--- src/rtl/multiplexed_hex_display.sv ---
// ---------------------------------------------------------------------------
// multiplexed_hex_display
//
// Self-scanning driver for an N-digit common-anode seven-segment display.
// One digit is driven per slot of REFRESH_DIV clocks. Every slot starts with
// BLANK_CYCLES of all-off guard time so the previous digit's pattern cannot
// ghost onto the next anode. The displayed values come from a snapshot taken
// at the start of every frame, so a frame never shows a half-updated value.
//
// Ports:
//   CLK            system clock
//   RESET_N        asynchronous active-low reset
//   DIGITS         packed hex digits, digit i = DIGITS[4i+3:4i]
//   DOTS           decimal point request per digit (1 = lit)
//   DIGIT_ENABLE   per-digit enable (1 = digit may be lit)
//   HEX_TO_CELL    active-low cathodes {dp, g, f, e, d, c, b, a}
//   SEGMENT_SELECT active-low anode select, one bit per digit
//   FRAME_START    one-cycle pulse when the scan re-enters digit 0, count 0
// ---------------------------------------------------------------------------
module multiplexed_hex_display #(
    parameter int NUM_DIGITS         = 4,
    parameter int REFRESH_DIV        = 100000,
    parameter int BLANK_CYCLES       = 1000,
    parameter int LEADING_ZERO_BLANK = 0
) (
    input  logic                      CLK,
    input  logic                      RESET_N,
    input  logic [4*NUM_DIGITS-1:0]   DIGITS,
    input  logic [NUM_DIGITS-1:0]     DOTS,
    input  logic [NUM_DIGITS-1:0]     DIGIT_ENABLE,
    output logic [7:0]                HEX_TO_CELL,
    output logic [NUM_DIGITS-1:0]     SEGMENT_SELECT,
    output logic                      FRAME_START
);

    localparam int IDX_W = (NUM_DIGITS > 1) ? $clog2(NUM_DIGITS) : 1;
    localparam int CNT_W = $clog2(REFRESH_DIV);

    localparam logic [IDX_W-1:0]      IDX_LAST  = IDX_W'(NUM_DIGITS - 1);
    localparam logic [IDX_W-1:0]      IDX_ONE   = IDX_W'(1);
    localparam logic [CNT_W-1:0]      CNT_LAST  = CNT_W'(REFRESH_DIV - 1);
    localparam logic [CNT_W-1:0]      CNT_ONE   = CNT_W'(1);
    localparam logic [CNT_W-1:0]      BLANK_CNT = CNT_W'(BLANK_CYCLES);
    localparam logic [NUM_DIGITS-1:0] SEL_ONE   = NUM_DIGITS'(1);

    // Active-low {g..a} pattern for one hex digit.
    function automatic logic [6:0] decode_hex(input logic [3:0] value);
        logic [6:0] seg;
        case (value)
            4'h0:    seg = 7'h40;
            4'h1:    seg = 7'h79;
            4'h2:    seg = 7'h24;
            4'h3:    seg = 7'h30;
            4'h4:    seg = 7'h19;
            4'h5:    seg = 7'h12;
            4'h6:    seg = 7'h02;
            4'h7:    seg = 7'h78;
            4'h8:    seg = 7'h00;
            4'h9:    seg = 7'h10;
            4'hA:    seg = 7'h08;
            4'hB:    seg = 7'h03;
            4'hC:    seg = 7'h46;
            4'hD:    seg = 7'h21;
            4'hE:    seg = 7'h06;
            4'hF:    seg = 7'h0E;
            default: seg = 7'h7F;
        endcase
        return seg;
    endfunction

    logic [IDX_W-1:0]        idx_r;
    logic [CNT_W-1:0]        cnt_r;
    logic [4*NUM_DIGITS-1:0] snap_digits_r;
    logic [NUM_DIGITS-1:0]   snap_dots_r;
    logic [NUM_DIGITS-1:0]   snap_en_r;
    logic [7:0]              hex_r;
    logic [NUM_DIGITS-1:0]   sel_r;
    logic                    frame_start_r;

    logic [IDX_W-1:0]        idx_next_s;
    logic [CNT_W-1:0]        cnt_next_s;
    logic                    frame_start_s;
    logic [4*NUM_DIGITS-1:0] snap_digits_next_s;
    logic [NUM_DIGITS-1:0]   snap_dots_next_s;
    logic [NUM_DIGITS-1:0]   snap_en_next_s;
    logic [NUM_DIGITS-1:0]   lz_blank_s;
    logic                    zero_run_s;
    logic [3:0]              cur_digit_s;
    logic                    lit_s;
    logic [7:0]              hex_next_s;
    logic [NUM_DIGITS-1:0]   sel_next_s;

    // Slot counter and digit index advance; a wrap out of the last digit starts a frame.
    always_comb begin
        cnt_next_s    = cnt_r + CNT_ONE;
        idx_next_s    = idx_r;
        frame_start_s = 1'b0;
        if (cnt_r == CNT_LAST) begin
            cnt_next_s = {CNT_W{1'b0}};
            if (idx_r == IDX_LAST) begin
                idx_next_s    = {IDX_W{1'b0}};
                frame_start_s = 1'b1;
            end else begin
                idx_next_s = idx_r + IDX_ONE;
            end
        end else begin
            cnt_next_s = cnt_r + CNT_ONE;
        end
    end

    // Snapshot contents for the next cycle: fresh inputs at a frame start, else held.
    always_comb begin
        snap_digits_next_s = snap_digits_r;
        snap_dots_next_s   = snap_dots_r;
        snap_en_next_s     = snap_en_r;
        if (frame_start_s) begin
            snap_digits_next_s = DIGITS;
            snap_dots_next_s   = DOTS;
            snap_en_next_s     = DIGIT_ENABLE;
        end else begin
            snap_digits_next_s = snap_digits_r;
            snap_dots_next_s   = snap_dots_r;
            snap_en_next_s     = snap_en_r;
        end
    end

    // Leading-zero mask: walk from the top digit down while every digit seen is zero.
    // Digit 0 is excluded so an all-zero value still shows a single "0".
    always_comb begin
        zero_run_s = 1'b1;
        lz_blank_s = {NUM_DIGITS{1'b0}};
        for (int i = NUM_DIGITS - 1; i >= 0; i--) begin
            zero_run_s    = zero_run_s & (snap_digits_next_s[4*i +: 4] == 4'h0);
            lz_blank_s[i] = (LEADING_ZERO_BLANK != 0) && (i > 0) && zero_run_s;
        end
    end

    // Output pattern for the (idx, cnt) the registers move to, so outputs carry no extra latency.
    always_comb begin
        cur_digit_s = snap_digits_next_s[4*int'(idx_next_s) +: 4];
        lit_s       = snap_en_next_s[idx_next_s] & ~lz_blank_s[idx_next_s];
        sel_next_s  = {NUM_DIGITS{1'b1}};
        hex_next_s  = 8'hFF;
        if ((cnt_next_s >= BLANK_CNT) && lit_s) begin
            sel_next_s = ~(SEL_ONE << idx_next_s);
            hex_next_s = {~snap_dots_next_s[idx_next_s], decode_hex(cur_digit_s)};
        end else begin
            sel_next_s = {NUM_DIGITS{1'b1}};
            hex_next_s = 8'hFF;
        end
    end

    // Scan position and frame snapshot registers.
    always_ff @(posedge CLK or negedge RESET_N) begin
        if (!RESET_N) begin
            idx_r         <= {IDX_W{1'b0}};
            cnt_r         <= {CNT_W{1'b0}};
            snap_digits_r <= {(4*NUM_DIGITS){1'b0}};
            snap_dots_r   <= {NUM_DIGITS{1'b0}};
            snap_en_r     <= {NUM_DIGITS{1'b0}};
        end else begin
            idx_r         <= idx_next_s;
            cnt_r         <= cnt_next_s;
            snap_digits_r <= snap_digits_next_s;
            snap_dots_r   <= snap_dots_next_s;
            snap_en_r     <= snap_en_next_s;
        end
    end

    // Registered display outputs; reset drives everything to the all-off state at once.
    always_ff @(posedge CLK or negedge RESET_N) begin
        if (!RESET_N) begin
            hex_r         <= 8'hFF;
            sel_r         <= {NUM_DIGITS{1'b1}};
            frame_start_r <= 1'b0;
        end else begin
            hex_r         <= hex_next_s;
            sel_r         <= sel_next_s;
            frame_start_r <= frame_start_s;
        end
    end

    assign HEX_TO_CELL    = hex_r;
    assign SEGMENT_SELECT = sel_r;
    assign FRAME_START    = frame_start_r;

endmodule

--- config.mk ---
export PLATFORM = sky130hd
export DESIGN_NAME = multiplexed_hex_display
export DESIGN_NICKNAME = d
export VERILOG_FILES = /design/src/rtl/multiplexed_hex_display.sv
export SDC_FILE = /design/constraint.sdc
export NUM_CORES = 1
export LEC_CHECK = 0
export BUFFER_PORTS_ARGS = -buffer_cell sky130_fd_sc_hd__buf_2
export CAP_MARGIN = 0
export CORE_MARGIN = 4
export CORE_UTILIZATION = 30
export CTS_CLUSTER_DIAMETER = 120
export DETAILED_ROUTE_END_ITERATION = 6
export PLACE_DENSITY_LB_ADDON = 0.3
export SETUP_SLACK_MARGIN = 0.05
export SLEW_MARGIN = 20
export SYNTH_ARGS = -nofsm -noshare
export SYNTH_HDL_FRONTEND = slang
export SYNTH_SLANG_ARGS = --single-unit
--- constraint.sdc ---
create_clock -name CLK -period 8 [get_ports CLK]
set_input_delay 1.6 -clock CLK [delete_from_list [all_inputs] [get_ports CLK]]
set_output_delay 1.6 -clock CLK [all_outputs]
set_load 0.03 [all_outputs]
==> impl_metrics.yaml, run 1 <==
power_and_ir_drop:
  netSwitchingPower_w: 0.0001143
  switching_share_pct: 23.24
  p_clk_share_pct: 33.1
  seq_power_share_pct: 59.5
  ir_worst_vdd_mv: 0.07402
  power.internal_w: 0.0003775
  pwr-share-comb_pct: 7.4
  p_per_area_mw_per_mm2: 139.7
  p_leak_nw: 1.473
grt:
  grt_util_all_layers_pct: 11.90
  grt_pass1_vias: 2217
  antenna_found_initial: 0
  grt_max_degree: 57
  grt_pass1_wl_um: 11360
  overflow: 0
yosys:
  syn_area_mm2: 0.003107
  syn_nets: 303
  syn_avg_cell_area_um2: 11.55
  synth.distinct_cells: 51
  synth_ff_type: "dfrtp_1"
  syn_inst: 269
  yosys_register_bits: 56
  yosysWarnings: 0
  synth_edf_count: 0
  ys_seq_area_share_pct: 45.59
  async_reset_ff_share_pct: 100.0
worst_setup_path:
  crit_chain: "or4b_2 > nor4_4 > buf_4 > mux2i_1 > mux2_2 > o21ai_2 > ha_1 > inv_1 > mux4_2 > nand2_1"
  path_delay_family: "multiplexers"
  ff2ff_setup_slack_ns: 4.47
  r2r_end: "HEX_TO_CELL[3]$_DFF_PN1_"
  critPathMaxStageDelay_ns: 0.72
  crit_buf_inv: 2
  reg2regPathDepth: 10
  arrival_ns: 3.78
  start_kind: "flip-flop"
  critPathCapture: "HEX_TO_CELL[3]$_DFF_PN1_"
  cp.depth: 10
  cp_max_fo: 18
  crit_required_ns: 8.25
  crit_path_start: "cnt_r[11]$_DFF_PN0_"
  critPathCaptureType: "flip-flop"
  crit_type: "reg2reg"
  slowest_stage: "or4b_2"
  r2r_start: "cnt_r[11]$_DFF_PN0_"
floorplanning:
  coreArea_mm2: 0.009910
  rows: 36
  ios: 39
  die_h_um: 109.8
  dieArea_mm2: 0.01205
  die_w_um: 109.8
  initial_core_util_pct: 31.35
sta:
  setup_violations: 0
  worst_pin_slew_ns: 0.7875
  final_hold_viol_count: 0
  period_share_pct: 44.07
  drv_slew: 0
  timing.hold.ws_ns: 0.4925
  max_slew_margin_pct: 47.50
  rsz0062_at_grt: "no"
  tns_ns: 0
  period_needed_ns: 3.525
  finalClockSkew_ns: 0.009654
  fmax_mhz: 283.7
min_path:
  hold_path.class: "reg2reg"
clock_network:
  cts-htree-levels: 2
  post_cts_buffers: 0
  insertion_delay_ns: 0.31
  cts_buffers: 5
  ctsResizeCount: 0
  max-clock-path-buffers: 2
  cts_hold_buf: 0
  ctsRootBufferMaster: "clkbuf_8"
  clock_sinks: 56
  cts_tree: "built"
  clkTransAtPathRegs_ns: 0.10
placement:
  place_congestion: 0.8113
  io_buffers: 38
  dp_hpwl_um: 4798
status:
  status: "completed"
layout:
  antennaDiodeCount: 0
  syn2layout_area_growth_pct: 13.29
  nFillCells: 1008
  drive_above_1_share_pct: 34.64
  fin_nets: 339
drt:
  avgViaCountPerCell: 5.046
  via_count: 2215
  drc: 0
  ant_nets: 0
  firstDrtPassIters: 4
  drt_iter0_markers: 158
  avgRoutedWirePerCell_um: 15.18
  finalWirelength_um: 6666
flow_run:
  max-cap-violations: 0
## cell type report
| type | instances | area, um2 | area share, % |
|---|---|---|---|
| Multi-Input combinational cell | 189 | 1588 | 45.11 |
| Sequential cell | 56 | 1416 | 40.24 |
| Timing Repair Buffer | 41 | 212.7 | 6.043 |
| Tap cell | 133 | 166.4 | 4.728 |
| Clock buffer | 8 | 90.09 | 2.560 |
| Inverter | 12 | 46.29 | 1.315 |
## worst min-delay path by stage
stage	cells after the start	to	startpoint	slack (ns)
after floorplan	1	snap_dots_r[0]$_DFF_PN0_	snap_dots_r[0]$_DFF_PN0_	0.45
after global placement	1	snap_dots_r[0]$_DFF_PN0_	snap_dots_r[0]$_DFF_PN0_	0.46
after detailed placement	1	snap_dots_r[0]$_DFF_PN0_	snap_dots_r[0]$_DFF_PN0_	0.47
after CTS	1	snap_dots_r[0]$_DFF_PN0_	snap_dots_r[0]$_DFF_PN0_	0.50
after global routing	1	snap_dots_r[3]$_DFF_PN0_	snap_dots_r[3]$_DFF_PN0_	0.51
final	1	snap_dots_r[0]$_DFF_PN0_	snap_dots_r[0]$_DFF_PN0_	0.49
## registers in the layout (all words and copies together), names as in the netlist
signal	cells
SEGMENT_SELECT	4
snap_en_r	4
snap_dots_r	4
idx_r	2
HEX_TO_CELL	8
FRAME_START	1
cnt_r	17
snap_digits_r	16
## synthesized netlist by cell type, types with 6 or more instances
library cell | number | area share [%]
xnor2_1 | 6 | 1.7
o21ai_0 | 6 | 0.97
nand3_1 | 12 | 1.9
nor2_1 | 9 | 1.1
mux2i_1 | 11 | 3.5
inv_1 | 11 | 1.3
nor2b_1 | 6 | 1.2
mux4_2 | 7 | 5.1
dfstp_2 | 12 | 10
nand2_1 | 14 | 1.7
ha_1 | 8 | 3.2
dfrtp_1 | 44 | 35
a21oi_1 | 7 | 1.1
nor3_1 | 6 | 0.97
mux2_2 | 32 | 12
## routing by layer
metal  GRT usage [%]  wire [um]
met1           17.64       3201
met2           17.52       3073
met3           2.290        325
met4           3.473         66
met5               0          0
## kinds of logic (layout without fill, tap and decap cells)
family | Yosys count | after routing | synth area share (%)
AO/OA/AOI/OAI | 43 | 43 | 10.19
XOR/XNOR | 10 | 10 | 2.819
adder cells (fa/ha/maj) | 8 | 8 | 3.222
buffers and inverters | 24 | 61 | 3.302
flip-flops | 56 | 56 | 45.59
multiplexers | 50 | 50 | 20.22
AND/OR/NAND/NOR | 78 | 78 | 14.66
## worst reg2reg max path, cell delays in order, from the launching register on
cell     delay [ns]
dfrtp_1        0.46
or4b_2         0.72
nor4_4         0.14
buf_4          0.29
mux2i_1        0.47
mux2_2         0.40
o21ai_2        0.11
ha_1           0.27
inv_1          0.07
mux4_2         0.46
nand2_1        0.08
## power by group through the flow
stage	Combinational, W	Sequential (W)	Clock (W)
after floorplan	0.0000200	0.000297	0
after global placement	0.0000367	0.000298	0
after detailed placement	0.0000367	0.000298	0
after CTS	0.0000369	0.000293	0.000171
after global routing	0.0000412	0.000294	0.000180
final	0.0000364	0.000293	0.000163
## placed cells by master (no fill, tap or decap), types with 2 or more instances in the layout
cell | synthesis | routed
clkbuf_1 | 5 | 2
nor4_1 | 3 | 3
o211a_1 | 2 | 2
nand4_1 | 4 | 4
dfstp_2 | 12 | 12
and3_1 | 3 | 3
o211ai_1 | 2 | 2
or2_2 | 2 | 2
a211o_1 | 2 | 2
dfrtp_1 | 44 | 44
a21oi_1 | 7 | 7
nor2b_1 | 6 | 6
or4_1 | 3 | 3
nand2_1 | 14 | 14
clkbuf_8 | 0 | 6
a21o_1 | 2 | 2
o221ai_1 | 4 | 4
ha_1 | 8 | 8
a211oi_1 | 4 | 4
o311ai_0 | 2 | 2
mux2i_1 | 11 | 11
nor2_1 | 9 | 9
buf_4 | 0 | 3
or3_1 | 5 | 5
mux2_2 | 32 | 32
o21ai_0 | 6 | 6
nand4b_1 | 2 | 2
o31ai_1 | 3 | 3
buf_2 | 2 | 38
xnor2_1 | 6 | 6
mux4_2 | 7 | 7
and4_1 | 5 | 5
nand3_1 | 12 | 12
nor3_1 | 6 | 6
xor2_1 | 4 | 4
inv_1 | 11 | 11
## metrics by stage
stage	cells	cell area, um2	total power [W]	worst slack (ns)	utilization [%]
after detailed placement	431	3430	0.0003348	4.498	34.61
after floorplan	269	3107	0.0003166	4.673	-
after CTS	439	3520	0.0005006	4.470	35.52
after global routing	439	3520	0.0005151	4.224	35.52
after global placement	431	3430	0.0003345	4.575	34.61
final	439	3520	0.0004918	4.475	35.52
Power figures use the tool's default switching activity.
==> inputs of run 2 (changes only) <==
clock period = 3 ns   (was 8 ns; I/O delays follow)
==> impl_metrics.yaml, run 2 (synthesis results as in run 1) <==
grt:
  overflow: 0
  top_usage_layer: "met2"
  grt.met1_usage_pct: 17.29
  grt_pass1_wl_um: 11360
  grt_pass1_vias: 2259
  use_met2_pct: 18.79
  grt_use_met3_pct: 2.408
  antenna_found_initial: 0
  grt_max_degree: 35
  grt_util_all_layers_pct: 12.11
sta:
  period_share_pct: 96.36
  final_hold_viol_count: 0
  finalClockSkew_ns: 0.006926
  rsz0062_at_grt: "yes"
  timing.hold.ws_ns: 0.2519
  period_needed_ns: 2.891
  setup_violations: 0
  worst_pin_slew_ns: 0.5506
  drv_slew: 0
  fmax_mhz: 345.9
  max_slew_margin_pct: 62.96
layout:
  drive_above_1_share_pct: 44.07
  nFillCells: 1005
  fin_nets: 362
  syn2layout_area_growth_pct: 21.87
  final_cell_area_mm2: 0.003786
  final_common_cell: "dfrtp_1"
  largest_reg_flops: 17
  antennaDiodeCount: 0
  layout_common_cells: "dfrtp_1, buf_2, mux2_2"
  regMostFlops: "cnt_r"
worst_setup_path:
  crit_type: "reg2reg"
  cp_max_fo: 5
  crit_required_ns: 3.25
  start_kind: "flip-flop"
  path_delay_family: "multiplexers"
  crit_chain: "or4b_4 > nor4_4 > mux2i_2 > mux2_4 > o21ai_4 > ha_4 > inv_2 > mux4_2 > nand2_2"
  crit_buf_inv: 1
  critPathCaptureType: "flip-flop"
  arrival_ns: 3.14
  critPathMaxStageDelay_ns: 0.55
  slowest_stage: "or4b_4"
floorplanning:
  die_h_um: 109.8
  dieArea_mm2: 0.01205
  die_w_um: 109.8
  coreArea_mm2: 0.009910
  initial_core_util_pct: 31.35
  rows: 36
  ios: 39
clock_network:
  insertion_delay_ns: 0.30
  clock_sinks: 56
  cts_hold_buf: 0
  max-clock-path-buffers: 2
  cts_buffers: 5
  cts-htree-levels: 2
  cts_tree: "built"
  clkTransAtPathRegs_ns: 0.10
  ctsRootBufferMaster: "clkbuf_8"
drt:
  avgRoutedWirePerCell_um: 15.12
  drc: 0
  ant_nets: 0
  drt_iter0_markers: 90
  via_count: 2280
  firstDrtPassIters: 4
  avgViaCountPerCell: 4.935
  finalWirelength_um: 6984
flow_run:
  max-cap-violations: 0
power_and_ir_drop:
  ir_worst_vdd_mv: 0.1830
  p_leak_nw: 1.601
  p_per_area_mw_per_mm2: 344.4
  power_w: 0.001304
placement:
  place_congestion: 0.8777
  dp_hpwl_um: 5216
  placed_cell_area_mm2: 0.003638
  io_buffers: 38
min_path:
  hold_path.class: "in2async"
status:
  status: "completed"
## run 2: cell types whose count changed in the layout (fill, tap and decap cells not counted), moves of 2 or more
cell | before | now
inv_1 | 11 | 7
ha_1 | 8 | 4
mux2i_2 | 0 | 2
inv_2 | 0 | 4
buf_4 | 3 | 26
mux2i_1 | 11 | 9
ha_4 | 0 | 3
## run 2: cell type report
class	count	area, um2	area share [%]
Clock buffer	6	72.57	1.917
Tap cell	133	166.4	4.395
Timing Repair Buffer	64	385.4	10.18
Multi-Input combinational cell	189	1687	44.55
Clock inverter	2	12.51	0.3305
Inverter	12	46.29	1.223
Sequential cell	56	1416	37.41
## run 2: repair_timing
action | in CTS | in global routing
setup buffers | 0 | 1
resized for setup | 2 | 13
pin swaps | 1 | 3
endpoints found under the setup margin | 2 | 11
## run 2: path summary, 6_finish.rpt
kind                                           from                          to  cells past startpoint  slack, ns
max                             cnt_r[13]$_DFF_PN0_    HEX_TO_CELL[3]$_DFF_PN1_                      9       0.11
min                                         RESET_N          cnt_r[5]$_DFF_PN0_                      1       0.25
max reg2reg                     cnt_r[13]$_DFF_PN0_    HEX_TO_CELL[3]$_DFF_PN1_                      9       0.11
min reg2reg                snap_dots_r[3]$_DFF_PN0_    snap_dots_r[3]$_DFF_PN0_                      1       0.49
max in group asynchronous                   RESET_N  snap_digits_r[0]$_DFF_PN0_                      2       1.91
min in group CLK           snap_dots_r[3]$_DFF_PN0_    snap_dots_r[3]$_DFF_PN0_                      1       0.49
## run 2: routing by layer
layer	vias up	wire, um	part of all wire, %
met5	-	0	0
met4	0	65	0.93
met3	7	300	4.3
met2	49	3146	45
met1	1100	3471	50
li1	1124	-	-
## run 2: through the flow
step                util [%]   TNS (ns)  cells  setup WS, ns
CTS                    37.63          0    461       0.06314
global route           38.21  -0.007229    462     -0.003716
floorplan                  -    -0.5390    269       -0.1597
global placement       36.72          0    453        0.1217
finish                 38.21          0    462        0.1091
detailed placement     36.72          0    453       0.03426
## run 2: power by group
part           internal (W)  leakage [nW]  switching [W]  total [W]
Clock              0.000164        0.0412       0.000248   0.000413
Sequential         0.000770         0.676     0.00000996   0.000780
Combinational     0.0000543         0.884      0.0000568   0.000111
## run 2: worst reg2reg max path, stage by stage (launching register included)
cell and delay, ns:
dfrtp_1 0.39, or4b_4 0.55, nor4_4 0.36, mux2i_2 0.30
mux2_4 0.34, o21ai_4 0.12, ha_4 0.20, inv_2 0.04
mux4_2 0.47, nand2_2 0.07
==> inputs of run 3 (changes only) <==
clock period = 3.7 ns   (was 3 ns; I/O delays follow)
==> impl_metrics.yaml, run 3 (synthesis results as in run 1) <==
flow_run:
  max-cap-violations: 0
grt:
  antenna_found_initial: 0
  grt_pass1_wl_um: 11070
  grt_pass1_vias: 2211
  overflow: 0
  grt_max_degree: 46
  grt_util_all_layers_pct: 11.70
sta:
  period_share_pct: 86.53
  fmax_mhz: 312.3
  finalClockSkew_ns: 0.01105
  setup_violations: 0
  tns_ns: 0
  drv_slew: 0
  worst_pin_slew_ns: 0.6174
  final_hold_viol_count: 0
  rsz0062_at_grt: "no"
  max_slew_margin_pct: 58.52
  period_needed_ns: 3.202
placement:
  io_buffers: 38
  place_congestion: 0.8434
  dp_hpwl_um: 4855
layout:
  regMostFlops: "cnt_r"
  fin_nets: 341
  largest_reg_flops: 17
  syn2layout_area_growth_pct: 14.54
  utilization_pct: 35.91
  final_common_cell: "dfrtp_1"
  antennaDiodeCount: 0
  drive_above_1_share_pct: 35.39
  layout_common_cells: "dfrtp_1, buf_2, mux2_2"
drt:
  ant_nets: 0
  via_count: 2203
  finalWirelength_um: 6635
  drc: 0
  avgViaCountPerCell: 4.995
  drt_iter0_markers: 150
  avgRoutedWirePerCell_um: 15.05
  firstDrtPassIters: 4
floorplanning:
  die_w_um: 109.8
  coreArea_mm2: 0.009910
  rows: 36
  dieArea_mm2: 0.01205
  die_h_um: 109.8
  ios: 39
  initial_core_util_pct: 31.35
min_path:
  hold_path.class: "in2async"
clock_network:
  clock_sinks: 56
  ctsResizeCount: 0
  cts_hold_buf: 0
  ctsRootBufferMaster: "clkbuf_8"
  clkTransAtPathRegs_ns: 0.11
  max-clock-path-buffers: 2
  insertion_delay_ns: 0.32
  cts-htree-levels: 2
  cts_buffers: 5
  post_cts_buffers: 0
  cts_tree: "built"
worst_setup_path:
  critPathCaptureType: "flip-flop"
  crit_type: "reg2reg"
  start_kind: "flip-flop"
  arrival_ns: 3.44
  crit_required_ns: 3.93
  cp_max_fo: 17
status:
  status: "completed"
power_and_ir_drop:
  ir_worst_vdd_mv: 0.1652
  p_per_area_mw_per_mm2: 316.3
  p_leak_nw: 1.494
[run 3: changes by cell type in the layout (fill, tap and decap cells not counted), sizes merged]
| cell | previous run | this run |
|---|---|---|
| clkinv | 2 | 1 |
| inv | 11 | 12 |
| bufinv | 0 | 1 |
| buf | 64 | 43 |
| clkinvlp | 1 | 0 |
[run 3: worst max-delay path, cell delays in order (launching register included)]
cell and delay, ns:
dfrtp_1 0.46, or4b_2 0.72, nor4_4 0.20, buf_4 0.31, mux2i_1 0.24, mux2_2 0.18, o21ai_2 0.09, inv_1 0.14
ha_1 0.18, inv_1 0.06, nor3_1 0.27, a21oi_1 0.07, o221ai_1 0.19
[run 3: per-layer routing]
layer,track usage (%),vias to the layer above,routed length (um)
li1,-,1079,-
met2,17.52,46,2971
met1,16.72,1066,3277
met3,2.231,12,259
met4,4.363,0,127
met5,0,-,0
[run 3: worst paths after layout]
check | startpoint | endpoint | slack, ns | cells after the start
worst max-delay path | cnt_r[11]$_DFF_PN0_ | HEX_TO_CELL[6]$_DFF_PN1_ | 0.50 | 12
worst min-delay path | RESET_N | snap_digits_r[6]$_DFF_PN0_ | 0.41 | 1
worst max register to register | cnt_r[11]$_DFF_PN0_ | HEX_TO_CELL[6]$_DFF_PN1_ | 0.50 | 12
worst min register to register | cnt_r[0]$_DFF_PN0_ | cnt_r[0]$_DFF_PN0_ | 0.49 | 1
max in group asynchronous | RESET_N | HEX_TO_CELL[1]$_DFF_PN1_ | 2.62 | 2
min in group CLK | cnt_r[0]$_DFF_PN0_ | cnt_r[0]$_DFF_PN0_ | 0.49 | 1
[run 3: area by class of cell]
| type | count | area, um2 |
|---|---|---|
| clock buffer | 6 | 72.57 |
| clock inverter | 2 | 38.79 |
| fill | 1013 | 6351 |
| inverter | 12 | 46.29 |
| multi-input combinational | 189 | 1588 |
| sequential | 56 | 1416 |
| tap | 133 | 166.4 |
| timing repair buffer | 43 | 230.2 |
[run 3: power by group]
part | switching, W | total [W] | leakage, nW | internal, W
sequential | 0.00000854 | 0.000633 | 0.676 | 0.000625
combinational | 0.0000406 | 0.0000790 | 0.762 | 0.0000384
clock | 0.000208 | 0.000413 | 0.0558 | 0.000205
[run 3: stage by stage]
stage          setup slack, ns  hold WS, ns  instances  area [um2]  total power, W
6_report                0.4982       0.4076        441        3558        0.001125
5_1_grt                 0.3154       0.4496        441        3558        0.001177
4_1_cts                 0.5024       0.4979        441        3556        0.001138
3_5_place_dp            0.5272       0.4730        433        3445       0.0007247
3_3_place_gp            0.6212       0.4609        433        3445       0.0007230
2_1_floorplan           0.3728       0.4444        269        3107       0.0006845
